### src/rtl/input_debouncer.sv
// input_debouncer: synchronizer chain feeding a stability-counting FSM that turns a
// bouncing raw input into a clean registered level plus single-cycle rise/fall pulses.
module input_debouncer #(
  parameter int   SYNC_STAGES   = 2,
  parameter int   STABLE_CYCLES = 4,
  parameter logic RESET_LEVEL   = 1'b0
) (
  input  logic clk,
  input  logic reset,
  input  logic d_raw,
  output logic d_clean,
  output logic d_clean_n,
  output logic rise,
  output logic fall,
  output logic busy
);

  localparam int               CNT_W    = $clog2(STABLE_CYCLES + 1);
  localparam logic [CNT_W-1:0] CNT_ZERO = CNT_W'(0);
  localparam logic [CNT_W-1:0] CNT_ONE  = CNT_W'(1);
  localparam logic [CNT_W-1:0] CNT_LAST = CNT_W'(STABLE_CYCLES - 1);

  typedef enum logic {
    ST_IDLE  = 1'b0,
    ST_COUNT = 1'b1
  } state_t;

  logic [SYNC_STAGES-1:0] sync_r;
  logic                   d_sync_s;
  logic                   mismatch_s;
  logic                   accept_s;
  state_t                 state_r;
  logic [CNT_W-1:0]       cnt_r;
  logic                   d_clean_r;
  logic                   d_clean_n_r;
  logic                   rise_r;
  logic                   fall_r;
  logic                   busy_r;

  assign d_sync_s   = sync_r[SYNC_STAGES-1];
  assign mismatch_s = d_sync_s ^ d_clean_r;

  // Synchronizer shift chain; the only logic that ever samples d_raw.
  always_ff @(posedge clk) begin
    if (!reset) begin
      sync_r <= {SYNC_STAGES{RESET_LEVEL}};
    end else begin
      sync_r <= {sync_r[SYNC_STAGES-2:0], d_raw};
    end
  end

  // Accept decode: a mismatch that has now persisted for STABLE_CYCLES samples.
  always_comb begin
    accept_s = 1'b0;
    case (state_r)
      ST_IDLE: begin
        if (mismatch_s && (STABLE_CYCLES == 1)) begin
          accept_s = 1'b1;
        end else begin
          accept_s = 1'b0;
        end
      end
      ST_COUNT: begin
        if (mismatch_s && (cnt_r == CNT_LAST)) begin
          accept_s = 1'b1;
        end else begin
          accept_s = 1'b0;
        end
      end
      default: accept_s = 1'b0;
    endcase
  end

  // Debounce FSM with registered level, complementary level, event pulses and busy.
  always_ff @(posedge clk) begin
    if (!reset) begin
      state_r     <= ST_IDLE;
      cnt_r       <= CNT_ZERO;
      d_clean_r   <= RESET_LEVEL;
      d_clean_n_r <= ~RESET_LEVEL;
      rise_r      <= 1'b0;
      fall_r      <= 1'b0;
      busy_r      <= 1'b0;
    end else begin
      rise_r <= 1'b0;
      fall_r <= 1'b0;
      if (accept_s) begin
        d_clean_r   <= d_sync_s;
        d_clean_n_r <= ~d_sync_s;
        cnt_r       <= CNT_ZERO;
        busy_r      <= 1'b0;
        state_r     <= ST_IDLE;
        rise_r      <= d_sync_s;
        fall_r      <= ~d_sync_s;
      end else begin
        case (state_r)
          ST_IDLE: begin
            if (mismatch_s) begin
              cnt_r   <= CNT_ONE;
              busy_r  <= 1'b1;
              state_r <= ST_COUNT;
            end else begin
              cnt_r   <= CNT_ZERO;
              busy_r  <= 1'b0;
              state_r <= ST_IDLE;
            end
          end
          ST_COUNT: begin
            if (mismatch_s) begin
              cnt_r   <= cnt_r + CNT_ONE;
              busy_r  <= 1'b1;
              state_r <= ST_COUNT;
            end else begin
              // Level went back before it was stable long enough: drop it silently.
              cnt_r   <= CNT_ZERO;
              busy_r  <= 1'b0;
              state_r <= ST_IDLE;
            end
          end
          default: begin
            cnt_r   <= CNT_ZERO;
            busy_r  <= 1'b0;
            state_r <= ST_IDLE;
          end
        endcase
      end
    end
  end

  assign d_clean   = d_clean_r;
  assign d_clean_n = d_clean_n_r;
  assign rise      = rise_r;
  assign fall      = fall_r;
  assign busy      = busy_r;

  input_debouncer_chk u_chk (
    .clk       (clk),
    .reset     (reset),
    .d_clean   (d_clean_r),
    .d_clean_n (d_clean_n_r),
    .rise      (rise_r),
    .fall      (fall_r),
    .busy      (busy_r),
    .cnt_nz    (|cnt_r)
  );

endmodule

// input_debouncer_chk: structural invariants of the debouncer outputs.
module input_debouncer_chk (
  input logic clk,
  input logic reset,
  input logic d_clean,
  input logic d_clean_n,
  input logic rise,
  input logic fall,
  input logic busy,
  input logic cnt_nz
);

  a_complement : assert property (@(posedge clk) disable iff (!reset) d_clean_n == ~d_clean);
  a_one_pulse  : assert property (@(posedge clk) disable iff (!reset) !(rise && fall));
  a_busy_cnt   : assert property (@(posedge clk) disable iff (!reset) busy == cnt_nz);

endmodule
### config.mk
export PLATFORM = sky130hd
export DESIGN_NAME = input_debouncer
export DESIGN_NICKNAME = d
export VERILOG_FILES = /design/src/rtl/input_debouncer.sv
export SDC_FILE = /design/constraint.sdc
export NUM_CORES = 1
export LEC_CHECK = 0
export ABC_AREA = 1
export CORE_AREA = 2 2 39 41
export DETAILED_ROUTE_END_ITERATION = 7
export DIE_AREA = 0 0 41 43
export PLACE_DENSITY_LB_ADDON = 0.05
export RECOVER_POWER = 50
export SYNTH_ARGS = -nofsm -noshare
export SYNTH_HDL_FRONTEND = slang
export SYNTH_SLANG_ARGS = --single-unit
### constraint.sdc
create_clock -name clk -period 3.1 [get_ports clk]
set_clock_uncertainty 0.05 [all_clocks]
set_input_delay 0.465 -clock clk [delete_from_list [all_inputs] [get_ports clk]]
set_output_delay 0.465 -clock clk [all_outputs]
set_load 0.01 [all_outputs]
After elaboration in Yosys (flattened, before gate mapping)
Cells that the tools add are included.
Widths: inputs -> output; s select.
- output and inout port bits: 5
- input port bits: 3
- register bits: 10
- logic and storage cells: 22
- reduce and logical (&&, ||, !) cells: 3
- eq/ne operators: 1
- mux-type cells: 6
- add/subtract/negate cells: 1
- bitwise gates (word level): 4
- operator list (cell ; count):
    $pmux 3 s2 ; 1
    $add 3x1->3 const B ; 1
    $eq 3x2->1 const B ; 1
    $mux 1 ; 3
    $mux 3 ; 1
    $not 1->1 ; 3
    $pmux 1 s2 ; 1
    $reduce_and 2->1 ; 1
    $reduce_or 2->1 ; 1
    $logic_and 1x1->1 ; 1
    $xor 1x1->1 ; 1

Logic depth before layout (Yosys ltp)
- depth after elaboration: 5
- depth in mapped cells: 6
- gate-level depth less buffers: 6

Least setup slack after synthesis
No wires, ideal clock.
- path type: reg2reg
- start point: reg cnt_r[0]
- end point: reg d_clean_r (netlist: d_clean)
- period minus slack after synthesis: 1.145 ns
- data arrival time: 0.982 ns
- library setup time: 0.113 ns
- setup slack: 1.955 ns
- stages on the path, launching flop included: 7
- data required time: 2.937 ns
- buffers on the path: 0
- path through: dfxtp_1 > ha_1 > ha_1 > nand4_1 > inv_1 > nor2_1 > nor2_1
- longest elaborated chain between the ends: 4
- RTL lines (item ; RTL line ; source):
    start: declaration ; 33 ; logic [CNT_W-1:0] cnt_r;
    start signal: assignment ; 110 ; cnt_r <= cnt_r + CNT_ONE;
    $eq 3x2->1 ; 64 ; if (mismatch_s && (cnt_r == CNT_LAST)) begin
    $logic_and 1x1->1 ; 64 ;
    $mux 1 ; 64 ;
    $pmux 1 s2 ; 55 ; case (state_r)
    end signal: assignment ; 88 ; d_clean_r <= d_sync_s;
    end: declaration ; 34 ; logic d_clean_r;
Every way passes these cells.
A chain may end at the register's enable or synchronous reset.

Worst setup path in the final report
- start point: reg busy_r (netlist: busy)
- end point: out busy
- RTL lines (item ; RTL line ; source):
    start: declaration ; 38 ; logic busy_r;
    start signal: assignment ; 83 ; busy_r <= 1'b0;
    start signal: assignment ; 91 ; busy_r <= 1'b0;
    start signal: assignment ; 100 ; busy_r <= 1'b1;
    end: declaration ; 15 ; output logic busy
No word-level cell between the ends.

==> run summary <==
status - completed
Final Hold Vio Count - 0
Vias - 322
Post-synth EDFFs - 0
Buf/Inv on CP - 1
top_reg_cell synth - dfxtp_1
Layout Cells excl Fill - 75
Comb power frac - 0.037
largest family of logic cells by synthesized area - simple AND/OR/NAND/NOR gates
cell accounting for the most synthesized area - dfxtp_1
top cell type's share of synthesized area - 0.498
Nets - 65
Starting Density - 0.290
clock share of power - 0.449
endpoints failing setup - 0
initial antenna violation count - 0
post-synthesis net count - 53
Sw Ratio - 0.197
Max clock buf depth - 2
Synth Cell Area - 402 um2
FP Rows - 14
drt wl/cell - 8.71 um
via density per instance - 4.29
DR pass1 iterations - 2
peak supply drop - 204 uV
largest fanout on the critical path - 7
crit path time final - 1.80 ns
global placement routability congestion - 0.711
Yosys cell types - 13
hpwl dp - 502 um
Static Leak - 0.236 nW
post-CTS sizing - 0
core area - 1380 um2
Iter 0 DRT Violations - 6
first-pass GRT wire length - 1140 um
Slew HR - 0.843
Synth warnings - 0
Slowest cell on crit path - clkdlybuf4s50_1
Least-Margin Pin Slew - 0.234 ns
clock latency on the worst-skew pair - 0.26 ns
drt drc - 0
CTS tree - done
layout cell share with drive strength beyond 1 - 0.119
Die Width - 41 um
worst path cell trace - clkdlybuf4s50_1
Clock Sinks - 10
PD cells - 501 nW/um2
CP required - 2.58 ns
post-synthesis sequential area ratio - 0.498
Crit path max-delay family - buffers and inverters
multiplexer share of the synthesized area - 0
vias in the first global route - 312
Die Span Y - 43 um
setup slack, reg-to-reg - 1.81 ns
clock-pin slew on the worst setup and hold paths - 0.07 ns
f_max - 0.557 GHz
GRT Residual Overflow - 0
hold-fix buffers at CTS - 0
synth cell count leaders - 10 x dfxtp_1, 10 x inv_1, 8 x nand2_1
maxcap violations - 0
ranking of synthesized cells by area - dfxtp_1 50%, inv_1 9.3%, nand2_1 7.5%
Synth Area in Compound Gates - 0.0280
total CTS buffers - 3
largest net degree at the start of global routing - 8
ANT cells - 0
Setup TNS - 0 ns
DP Cell Count - 71
Simple-Gate Fraction of Synth Area - 0.299
fin crit share - 0.579
Sw Pwr - 0.0507 mW
Post-synth ARST share - 0
Post-CTS Setup Bufs - 0
Mean Syn Cell Area - 8.37 um2
critical path class - register to output port
Post-Synth XOR/XNOR Area - 0
Synth Instances - 48
post-route ant nets - 0
WL final - 653 um
Synth Area in Adders - 0.0623
Slowest Stage Delay on Critical Path - 0.58 ns
Tot Pwr - 0.257 mW
crit path DAT - 1.28 ns
RSZ-0062 raised after global routing - no
#FFs+latches synth - 10
post-route cell area - 513 um2
hold crit path type - register to register
DP Area - 492 um2
Buffers on Ports - 7
GRT Total Usage - 0.101
# IOs - 8
Crit. End Element - output port
P&R area growth vs syn - 27.7%
part of the power in registers - 0.514
die footprint - 1760 um2
Pint - 0.206 mW
max-slew violations - 0
H-tree levels - 1
kind of start point of the critical path - register
Root Driver - clkbuf_4
per-stage QoR:
stage | setup WS [ns] | hold slack (ns) | utilization
2_1_floorplan | 1.96 | 0.340 | -
3_3_place_gp | 1.55 | 0.345 | 0.355
3_5_place_dp | 1.53 | 0.366 | 0.355
4_1_cts | 1.23 | 0.383 | 0.382
5_1_grt | 1.21 | 0.401 | 0.371
6_report | 1.30 | 0.373 | 0.371
power by group through the flow:
| stage | combinational (mW) | sequential (mW) | clock (mW) |
|---|---|---|---|
| finish | 0.00953 | 0.132 | 0.115 |
| detailed placement | 0.0101 | 0.135 | 0 |
| floorplan | 0.00496 | 0.135 | 0 |
| CTS | 0.0102 | 0.132 | 0.120 |
| global route | 0.0106 | 0.132 | 0.129 |
| global placement | 0.0100 | 0.135 | 0 |
registers in the layout, summed over array words and instances (netlist names):
signal     flops
fall           1
d_clean_n      1
cnt_r          3
d_clean        1
sync_r         2
rise           1
busy           1
area by class of cell:
class	instances	area, um2
multi-input combinational	26	141
tap	16	20.0
sequential	10	200
timing repair buffer	7	70.1
fill	153	871
inverter	12	45.0
clock buffer	4	36.3
kinds of logic after synthesis:
family,after synthesis
simple gates,22
buf+inv,12
flops,10
fa+ha+maj,2
compound gates,2
path summary, 6_finish.rpt:
path              from         to  depth (start not counted)
max               busy       busy                          1
min          sync_r[0]  sync_r[1]                          2
max reg2reg   cnt_r[0]  d_clean_n                          5
min reg2reg  sync_r[0]  sync_r[1]                          2
placed cells by master, fill, tap and decap left out:
master           instances
clkdlybuf4s50_1          6
nand3_1                  2
nand2_1                  8
inv_2                    2
nor2_1                   5
nor3_1                   2
o21ai_0                  1
clkbuf_8                 1
nand2_4                  1
dlygate4sd3_1            1
clkbuf_4                 3
ha_1                     2
dfxtp_1                 10
nand4_1                  4
inv_1                   10
a31oi_1                  1
routing by layer:
| layer | up-vias | global-route usage | wire [um] |
|---|---|---|---|
| met3 | 2 | 0.0471 | 28 |
| met5 | - | 0 | 0 |
| met4 | 0 | 0.0800 | 8 |
| met1 | 142 | 0.107 | 310 |
| li1 | 172 | - | - |
| met2 | 6 | 0.144 | 307 |
(Power assumes the default switching activity.)
